==> config.mk <==
export PLATFORM = sky130hd
export DESIGN_NAME = rr_reg_arbiter
export DESIGN_NICKNAME = d
export VERILOG_FILES = /design/src/rtl/rr_reg_arbiter.sv
export SDC_FILE = /design/constraint.sdc
export NUM_CORES = 1
export LEC_CHECK = 0
export BUFFER_PORTS_ARGS = -buffer_cell sky130_fd_sc_hd__buf_2
export CORE_UTILIZATION = 50
export CTS_BUF_LIST = sky130_fd_sc_hd__clkbuf_4 sky130_fd_sc_hd__clkbuf_8
export DETAILED_ROUTE_END_ITERATION = 16
export GPL_TIMING_DRIVEN = 0
export PLACE_DENSITY = 0.81
export SYNTH_ARGS = -nofsm -noshare
export SYNTH_HDL_FRONTEND = slang
export SYNTH_SLANG_ARGS = --single-unit
==> constraint.sdc <==
create_clock -name clk -period 5.02 [get_ports clk]
set_input_delay 0.753 -clock clk [delete_from_list [all_inputs] [get_ports clk]]
set_output_delay 0.753 -clock clk [all_outputs]
set_load 0.01 [all_outputs]
==> src/rtl/rr_reg_arbiter.sv <==
// -----------------------------------------------------------------------------
// rr_reg_arbiter
//
// Round-robin arbiter and sequencer in front of a single shared capture
// register. N_REQ producers compete for the register. One owner is granted at a
// time. Each cycle in which the owner keeps its request high is a transfer: the
// owner's data is captured into dout and dout_vld pulses.
//
// The grant is released in two cases:
//   - the owner drops its request (no transfer on that edge), or
//   - the owner completes MAX_HOLD consecutive transfers (the last transfer is
//     still captured on that edge).
// On release, the rotation point moves to the requester after the old owner.
// Arbitration then runs again on the same edge, so a waiting requester takes
// over with no idle cycle in between.
//
// Parameters:
//   N_REQ    number of requesters (>= 2, any value)
//   DW       data width per requester
//   MAX_HOLD transfers allowed per grant before forced rotation (>= 1)
//
// Ports:
//   clk       clock; all state updates on the rising edge
//   rst       synchronous, active-high reset
//   req       per-requester request, level-sensitive
//   din       packed data; requester i occupies din[i*DW +: DW]
//   gnt       registered one-hot grant; all-zero when idle
//   gnt_id    index of the current owner; 0 when idle
//   dout      shared capture register
//   dout_vld  high for one cycle per captured transfer
//
// Optional build macro:
//   RR_REG_ARBITER_ASSERT_EN  compiles in simulation-time immediate assertions
//                             on the grant, counter and output invariants.
// -----------------------------------------------------------------------------
module rr_reg_arbiter #(
    parameter int N_REQ    = 4,
    parameter int DW       = 8,
    parameter int MAX_HOLD = 4
) (
    input  logic                       clk,
    input  logic                       rst,
    input  logic [N_REQ-1:0]           req,
    input  logic [N_REQ*DW-1:0]        din,
    output logic [N_REQ-1:0]           gnt,
    output logic [$clog2(N_REQ)-1:0]   gnt_id,
    output logic [DW-1:0]              dout,
    output logic                       dout_vld
);

    localparam int IW = $clog2(N_REQ);
    localparam int CW = $clog2(MAX_HOLD + 1);

    localparam logic [0:0] IDLE  = 1'b0;
    localparam logic [0:0] GRANT = 1'b1;

    logic [0:0]       state;
    logic [IW-1:0]    ptr;
    logic [CW-1:0]    cnt;

    logic [IW-1:0]    next_id;
    logic [IW-1:0]    arb_base;
    logic [IW-1:0]    win_id;
    logic             win_vld;
    logic [N_REQ-1:0] win_onehot;
    logic             xfer;
    logic             hold_done;
    logic             release_gnt;
    logic [DW-1:0]    owner_data;

    // Index arithmetic modulo N_REQ. N_REQ need not be a power of two, so the
    // natural IW-bit wrap cannot be relied on.
    function automatic logic [IW-1:0] wrap_add(input logic [IW-1:0] base, input int k);
        int s;
        s = int'(base) + k;
        if (s >= N_REQ)
            s = s - N_REQ;
        return IW'(s);
    endfunction

    assign next_id = wrap_add(gnt_id, 1);

    // When the grant is released, the scan starts after the outgoing owner.
    // That is the value ptr takes on the same edge. Using it directly avoids
    // waiting a cycle for the register. In IDLE the stored ptr is already
    // current.
    assign arb_base = (state == GRANT) ? next_id : ptr;

    // NOTE: every variable assigned in always_comb gets a default first, so
    // no path can leave it unassigned and infer a latch.
    always_comb begin
        win_vld = 1'b0;
        win_id  = '0;
        for (int k = 0; k < N_REQ; k++) begin
            if (!win_vld && req[wrap_add(arb_base, k)]) begin
                win_vld = 1'b1;
                win_id  = wrap_add(arb_base, k);
            end
        end
    end

    assign win_onehot  = {{(N_REQ-1){1'b0}}, 1'b1} << win_id;

    assign xfer        = (state == GRANT) && req[gnt_id];
    // The transfer on this edge is the MAX_HOLD-th one for this grant.
    assign hold_done   = (cnt == CW'(MAX_HOLD - 1));
    assign release_gnt = (state == GRANT) && (!req[gnt_id] || hold_done);
    assign owner_data  = din[int'(gnt_id)*DW +: DW];

    // NOTE: sequential state uses non-blocking assignments only. Every
    // register then updates from pre-edge values, regardless of statement order.
    always_ff @(posedge clk) begin
        if (rst) begin
            state    <= IDLE;
            ptr      <= '0;
            cnt      <= '0;
            gnt      <= '0;
            gnt_id   <= '0;
            dout     <= '0;
            dout_vld <= 1'b0;
        end else begin
            dout_vld <= xfer;
            if (xfer)
                dout <= owner_data;

            case (state)
                IDLE: begin
                    if (win_vld) begin
                        gnt    <= win_onehot;
                        gnt_id <= win_id;
                        cnt    <= '0;
                        state  <= GRANT;
                    end
                end
                GRANT: begin
                    if (xfer)
                        cnt <= cnt + CW'(1);
                    if (release_gnt) begin
                        ptr <= next_id;
                        cnt <= '0;
                        if (win_vld) begin
                            // A sole requester at its hold limit wins again here,
                            // but the rotation point has still advanced.
                            gnt    <= win_onehot;
                            gnt_id <= win_id;
                        end else begin
                            gnt    <= '0;
                            gnt_id <= '0;
                            state  <= IDLE;
                        end
                    end
                end
                default: begin
                    state <= IDLE;
                    gnt   <= '0;
                    gnt_id <= '0;
                end
            endcase
        end
    end

`ifdef RR_REG_ARBITER_ASSERT_EN
    logic             rst_q;
    logic             xfer_q;
    logic [N_REQ-1:0] id_onehot;

    always_ff @(posedge clk) begin
        rst_q  <= rst;
        xfer_q <= xfer & ~rst;
    end

    assign id_onehot = (gnt == '0) ? '0 : ({{(N_REQ-1){1'b0}}, 1'b1} << gnt_id);

    // The checks sample register values left by the previous edge. They are
    // skipped until the first reset edge has defined the history flags.
    always @(posedge clk) begin
        if (!$isunknown(rst_q)) begin
            a_onehot: assert ($onehot0(gnt))
                $info("gnt onehot0 ok");
            else
                $error("gnt not onehot0: %b at %0t", gnt, $time);

            a_gnt_id: assert (gnt == id_onehot && (gnt != '0 || gnt_id == '0))
                $info("gnt_id matches gnt");
            else
                $error("gnt_id %0d does not match gnt %b at %0t", gnt_id, gnt, $time);

            a_cnt: assert (int'(cnt) <= MAX_HOLD)
                $info("cnt in range");
            else
                $error("cnt %0d exceeds MAX_HOLD at %0t", cnt, $time);

            a_vld: assert (!dout_vld || xfer_q)
                $info("dout_vld backed by owner request");
            else
                $error("dout_vld without owner request at %0t", $time);

            if (rst_q) begin
                a_rst: assert (gnt == '0 && dout == '0 && !dout_vld)
                    $info("reset state ok");
                else
                    $error("outputs not cleared after reset at %0t", $time);
            end
        end
    end
`endif

endmodule

* Word level (Yosys, flattened, before mapping)
Cells that the tools add are included. W data, S select, Z words.
Cells by class: add/subtract/negate cells 10, $lt $le $gt $ge 10, eq/ne operators 4, shifts and indexed selects 2, mux-type cells 39, bitwise gates (word level) 1, reduce and logical (&&, ||, !) cells 13
Operators by type and width (number):
- $shiftx A32 B6 Y8 | 1
- $mux W2 | 13
- $lt A2 B3 Y1 const B | 5
- $ge A3 B3 Y1 const B | 4
- $mux W4 | 3
- $mux W1 | 11
- $bmux W1 S2 | 5
- $sub A2 B1 Y2 const B | 5
- $mux W3 | 3
- $pmux W4 S2 | 1
- $add A2 B1 Y3 const B | 2
- $add A2 B2 Y3 const B | 2
- $pmux W3 S2 | 1
- $reduce_and A2 Y1 | 3
- $logic_and A1 B1 Y1 | 5
- $logic_not A1 Y1 | 4
- $pmux W2 S2 | 1
- $shl A1 B2 Y4 const A | 1
- $add A3 B1 Y3 const B | 1
- $eq A3 B2 Y1 const B | 1
- $ge A2 B3 Y1 const B | 1
- $ne A3 B1 Y1 const B | 1
- $ne A2 B1 Y1 const B | 1
- $ne A2 B2 Y1 const B | 1
- other kinds (3) | 3
Word-level totals: register bits after elaboration 21, bits of input ports 38, output and inout port bits 15, word-level logic and storage cells 86

* Depth between registers and ports, before layout
word-level depth 22, depth in mapped cells 7

* Worst setup path before layout
OpenSTA, ideal clock, no wires.
kind input-to-reg, start point input port req[2], end point register gnt[0], setup time 0.117 ns, arrival time 1.733 ns, data required time 4.903 ns, path slack 3.170 ns, cell stages on the path 5, buffers on the path 0, cell sequence mux2i_1 > a2bb2oi_1 > nor2_1 > or3b_1 > a32o_1
Between the ends: word-level cells in the longest chain between the ends 16, elaborated cells on any way between the ends 35
RTL lines:
- start, declared | line 43 | input logic [N_REQ-1:0] req,
- $bmux W1 S2 | line 95 | if (!win_vld && req[wrap_add(arb_base, k)]) begin
- $mux W1 (not written as such) | line 95
- $mux W1 | line 95
- $logic_not A1 Y1 | line 95
- $logic_and A1 B1 Y1 | line 95
- $mux W1 | line 95
- $logic_not A1 Y1 | line 95
- $logic_and A1 B1 Y1 | line 95
- $mux W1 | line 95
- $logic_not A1 Y1 | line 95
- $logic_and A1 B1 Y1 | line 95
- $mux W2 | line 95
- $shl A1 B2 Y4 | line 102 | assign win_onehot = {{(N_REQ-1){1'b0}}, 1'b1} << win_id;
- $mux W4 | line 141 | if (win_vld) begin
- $mux W4 | line 138 | if (release_gnt) begin
- $pmux W4 S2 | line 126 | case (state)
- end signal, assigned | line 129 | gnt <= win_onehot;
- end signal, assigned | line 144 | gnt <= win_onehot;
- end, declared | line 45 | output logic [N_REQ-1:0] gnt,
Several ways; a longest one is shown, not always the timed one. The select of a mux whose other input is x is not followed. A chain may end at the register's enable or synchronous reset.

* Worst setup path in the final report
start point input port req[0], end point register gnt_id[1]
Between the ends: word-level cells in the longest chain between the ends 15, elaborated cells on any way between the ends 34
RTL lines:
- $bmux W1 S2 | line 95
- $mux W1 (not written as such) | line 95
- $mux W1 | line 95
- $logic_not A1 Y1 | line 95
- $logic_and A1 B1 Y1 | line 95
- $mux W1 | line 95
- $logic_not A1 Y1 | line 95
- $logic_and A1 B1 Y1 | line 95
- $mux W1 | line 95
- $logic_not A1 Y1 | line 95
- $logic_and A1 B1 Y1 | line 95
- $mux W2 / $mux W1 (equally long branches) | line 95
- $mux W2 | line 141
- $mux W2 | line 138
- $pmux W2 S2 | line 126
- end signal, assigned | line 130 | gnt_id <= win_id;
- end signal, assigned | line 145 | gnt_id <= win_id;
- end, declared | line 46 | output logic [$clog2(N_REQ)-1:0] gnt_id,
Several ways; a longest one is shown, not always the timed one. The select of a mux whose other input is x is not followed.

==> reports/results.tsv <==
metric	value	unit
status	finished clean	
pre_cts_slack	2.75	ns
dp_hpwl	2460	µm
clk_path_buf_depth	2	
rsz0062_at_grt	no	
cts_root_buf	clkbuf_4	
synth_edf_count	0	
numCtsBuffers	3	
post-route-min-period	1.90	ns
grt_pass1_wl	4940	µm
syn_to_final_growth	25.4	%
viasPerCell	5.64	
critPathCaptureType	flop	
syn_nets	163	
yosys.area.top_type	dfxtp_1	
htreeDepth	1	
crit_type	in2reg	
via_count	1161	
yosysUniqueCellTypes	36	
ys_async_sr_fraction	0	
powerDensity	276	nW/µm²
num-fill-cells	181	
drc_errors	0	
r2r-start	gnt_id[1]$_SDFFE_PP0P_	
antenna_cells	0	
cts.sinks	21	
worst_slack	3.12	ns
syn_inst	123	
first_pass_iters	4	
skew	0.00600	ns
setup_viol	0	
grt_pass1_vias	1167	
ir_drop	0.192	mV
drv_cap	0	
critical_path_arrival	2.15	ns
yosysSeqAreaShare	0.336	
hold_class	reg2reg	
fmax	526	MHz
ys_seq_elements	21	
clk_latency	0.31	ns
gp_congestion	0.776	
crit_start	req[0]	
drt_iter0_markers	12	
portBuffers	51	
worstPathCellList	buf_2 -> nor4_1 -> nand2b_1 -> a31oi_1 -> nand2_1 -> o21ai_0	
die_x	52.1	µm
synth_area	1250	µm²
drt_wl_total	3130	µm
crit_fanout	6	
ys_warn_count	0	
cts.clk_slew.worst_paths	0.12	ns
die_area	2710	µm²
grt_max_degree	13	
cpMaxStageDelayCell	nor4_1	
core_region_area	2280	µm²
io_pins	53	
cpPeakStageDelay	0.54	ns
synthFlopType	dfxtp_1	
final_nets	219	
wl_per_cell	15.2	µm
start_util	0.550	
grt_usage	0.252	
postRouteAntennaNets	0	
cts_tree	yes	
die_h	52.1	µm
fin_tns_setup	0	ns
antenna_found_initial	0	
worstSetupStartpointType	input pin	
synth.top_cell.area_share	0.336	
grt_overflow	0	
drive_above_1_share	0.416	
required	5.27	ns
worstHoldStart	gnt[2]$_SDFFE_PP0P_	
synth.avg_cell_area	10.2	µm²
fin_crit_sh	0.379	
worst_pin_slew	0.604	ns
hold_viol_final	0	
rows	17	
hold_buffers	0	
post-cts-setup-buffers	0	
leakage	0.740	nW
slew_violations	0	
cts_repair_resize_count	0	
netlist_top_cells_area	dfxtp_1, mux4_2, mux2i_1, nor2_1, mux2_4	
relSlewSlack	0.597	
-- worst paths after layout --
check | to | slack [ns] | cells after the start
max reg2reg | gnt[0]$_SDFFE_PP0P_ | 3.23 | 6
min reg2reg | gnt[2]$_SDFFE_PP0P_ | 0.48 | 2
min | gnt[2]$_SDFFE_PP0P_ | 0.48 | 2
max | gnt_id[1]$_SDFFE_PP0P_ | 3.12 | 6
-- cell families (layout without fill, tap and decap cells) --
| family | Yosys count | in the layout | synth area share |
|---|---|---|---|
| adder cells (fa/ha/maj) | 2 | 2 | 0.0200 |
| AND/OR/NAND/NOR | 40 | 40 | 0.156 |
| AO/OA/AOI/OAI | 23 | 23 | 0.145 |
| buffers and inverters | 12 | 67 | 0.0470 |
| XOR/XNOR | 1 | 1 | 0.0130 |
| multiplexers | 24 | 24 | 0.284 |
| flip-flops | 21 | 21 | 0.336 |
-- worst max-delay path: cells and delay by family --
kind	cells	cell delay [ns]
AO/OA/AOI/OAI	2	0.48
AND/OR/NAND/NOR	3	0.79
buffers and inverters	1	0.13
-- power breakdown --
group,total (mW),switching (mW),internal [mW]
Clock,0.0862,0.0564,0.0298
Sequential,0.194,0.0114,0.183
Combinational,0.153,0.0754,0.0776
-- metal layers --
layer	wire length, µm	share of wire	vias up	track usage
li1	-	-	567	-
met1	1230	0.39	553	0.270
met2	1710	0.55	37	0.468
met3	156	0.050	4	0.0497
met4	31	0.0099	0	0.108
met5	0	0	-	0
-- placed cells by master, fill, tap and decap left out, drive strengths merged --
| cell type | instances |
|---|---|
| buf | 56 |
| dfxtp | 21 |
| nor2 | 19 |
| mux2i | 13 |
| mux4 | 8 |
| nand2 | 7 |
| inv | 5 |
| a21oi | 5 |
| clkbuf | 5 |
| nor2b | 4 |
| mux2 | 3 |
| o31ai | 3 |
| nand2b | 2 |
| nand3 | 2 |
| o21ai | 2 |
| o32ai | 2 |
| a31oi | 2 |
| a211oi | 2 |
| a32o | 2 |
| ha | 2 |
| a211o | 1 |
| nand4 | 1 |
| and3b | 1 |
| nor4 | 1 |
| a2bb2oi | 1 |
| xnor2 | 1 |
| a2111oi | 1 |
| or3b | 1 |
| a21boi | 1 |
| a22oi | 1 |
| nor3 | 1 |
| nor3b | 1 |
| clkinv | 1 |
-- synth_stat cells (2+ instances only) --
library cell,count
mux2_4,3
o21ai_0,2
nor2_1,19
dfxtp_1,21
a32o_1,2
clkbuf_1,2
mux2i_1,13
o32ai_1,2
ha_1,2
a21oi_1,5
a31oi_1,2
a211oi_1,2
nand2b_1,2
mux4_2,8
nand2_1,6
inv_1,5
o31ai_1,3
nand3_1,2
buf_2,2
nor2b_1,4
-- area by class of cell --
type	instances	area (µm²)	area share
Sequential cell	21	420	0.268
Inverter	5	18.8	0.0120
Clock buffer	3	22.5	0.0143
Clock inverter	1	5.00	0.00319
Buffer	7	40.0	0.0255
Timing Repair Buffer	51	255	0.163
Multi-Input combinational cell	90	773	0.492
Tap cell	28	35.0	0.0223
-- through the flow --
step	utilization	total power, mW	hold slack (ns)	cell area [µm²]	instances
2_1_floorplan	-	0.303	0.444	1250	123
3_3_place_gp	0.678	0.344	0.434	1540	202
3_5_place_dp	0.678	0.351	0.456	1540	202
4_1_cts	0.690	0.436	0.485	1570	206
5_1_grt	0.690	0.459	0.503	1570	206
6_report	0.690	0.434	0.479	1570	206
-- state kept, by name (all words and copies together), names as in the netlist --
name,count
gnt_id,2
dout,8
gnt,4
ptr,2
dout_vld,1
state,1
cnt,3
No activity file was read; power rests on OpenSTA's default activity.
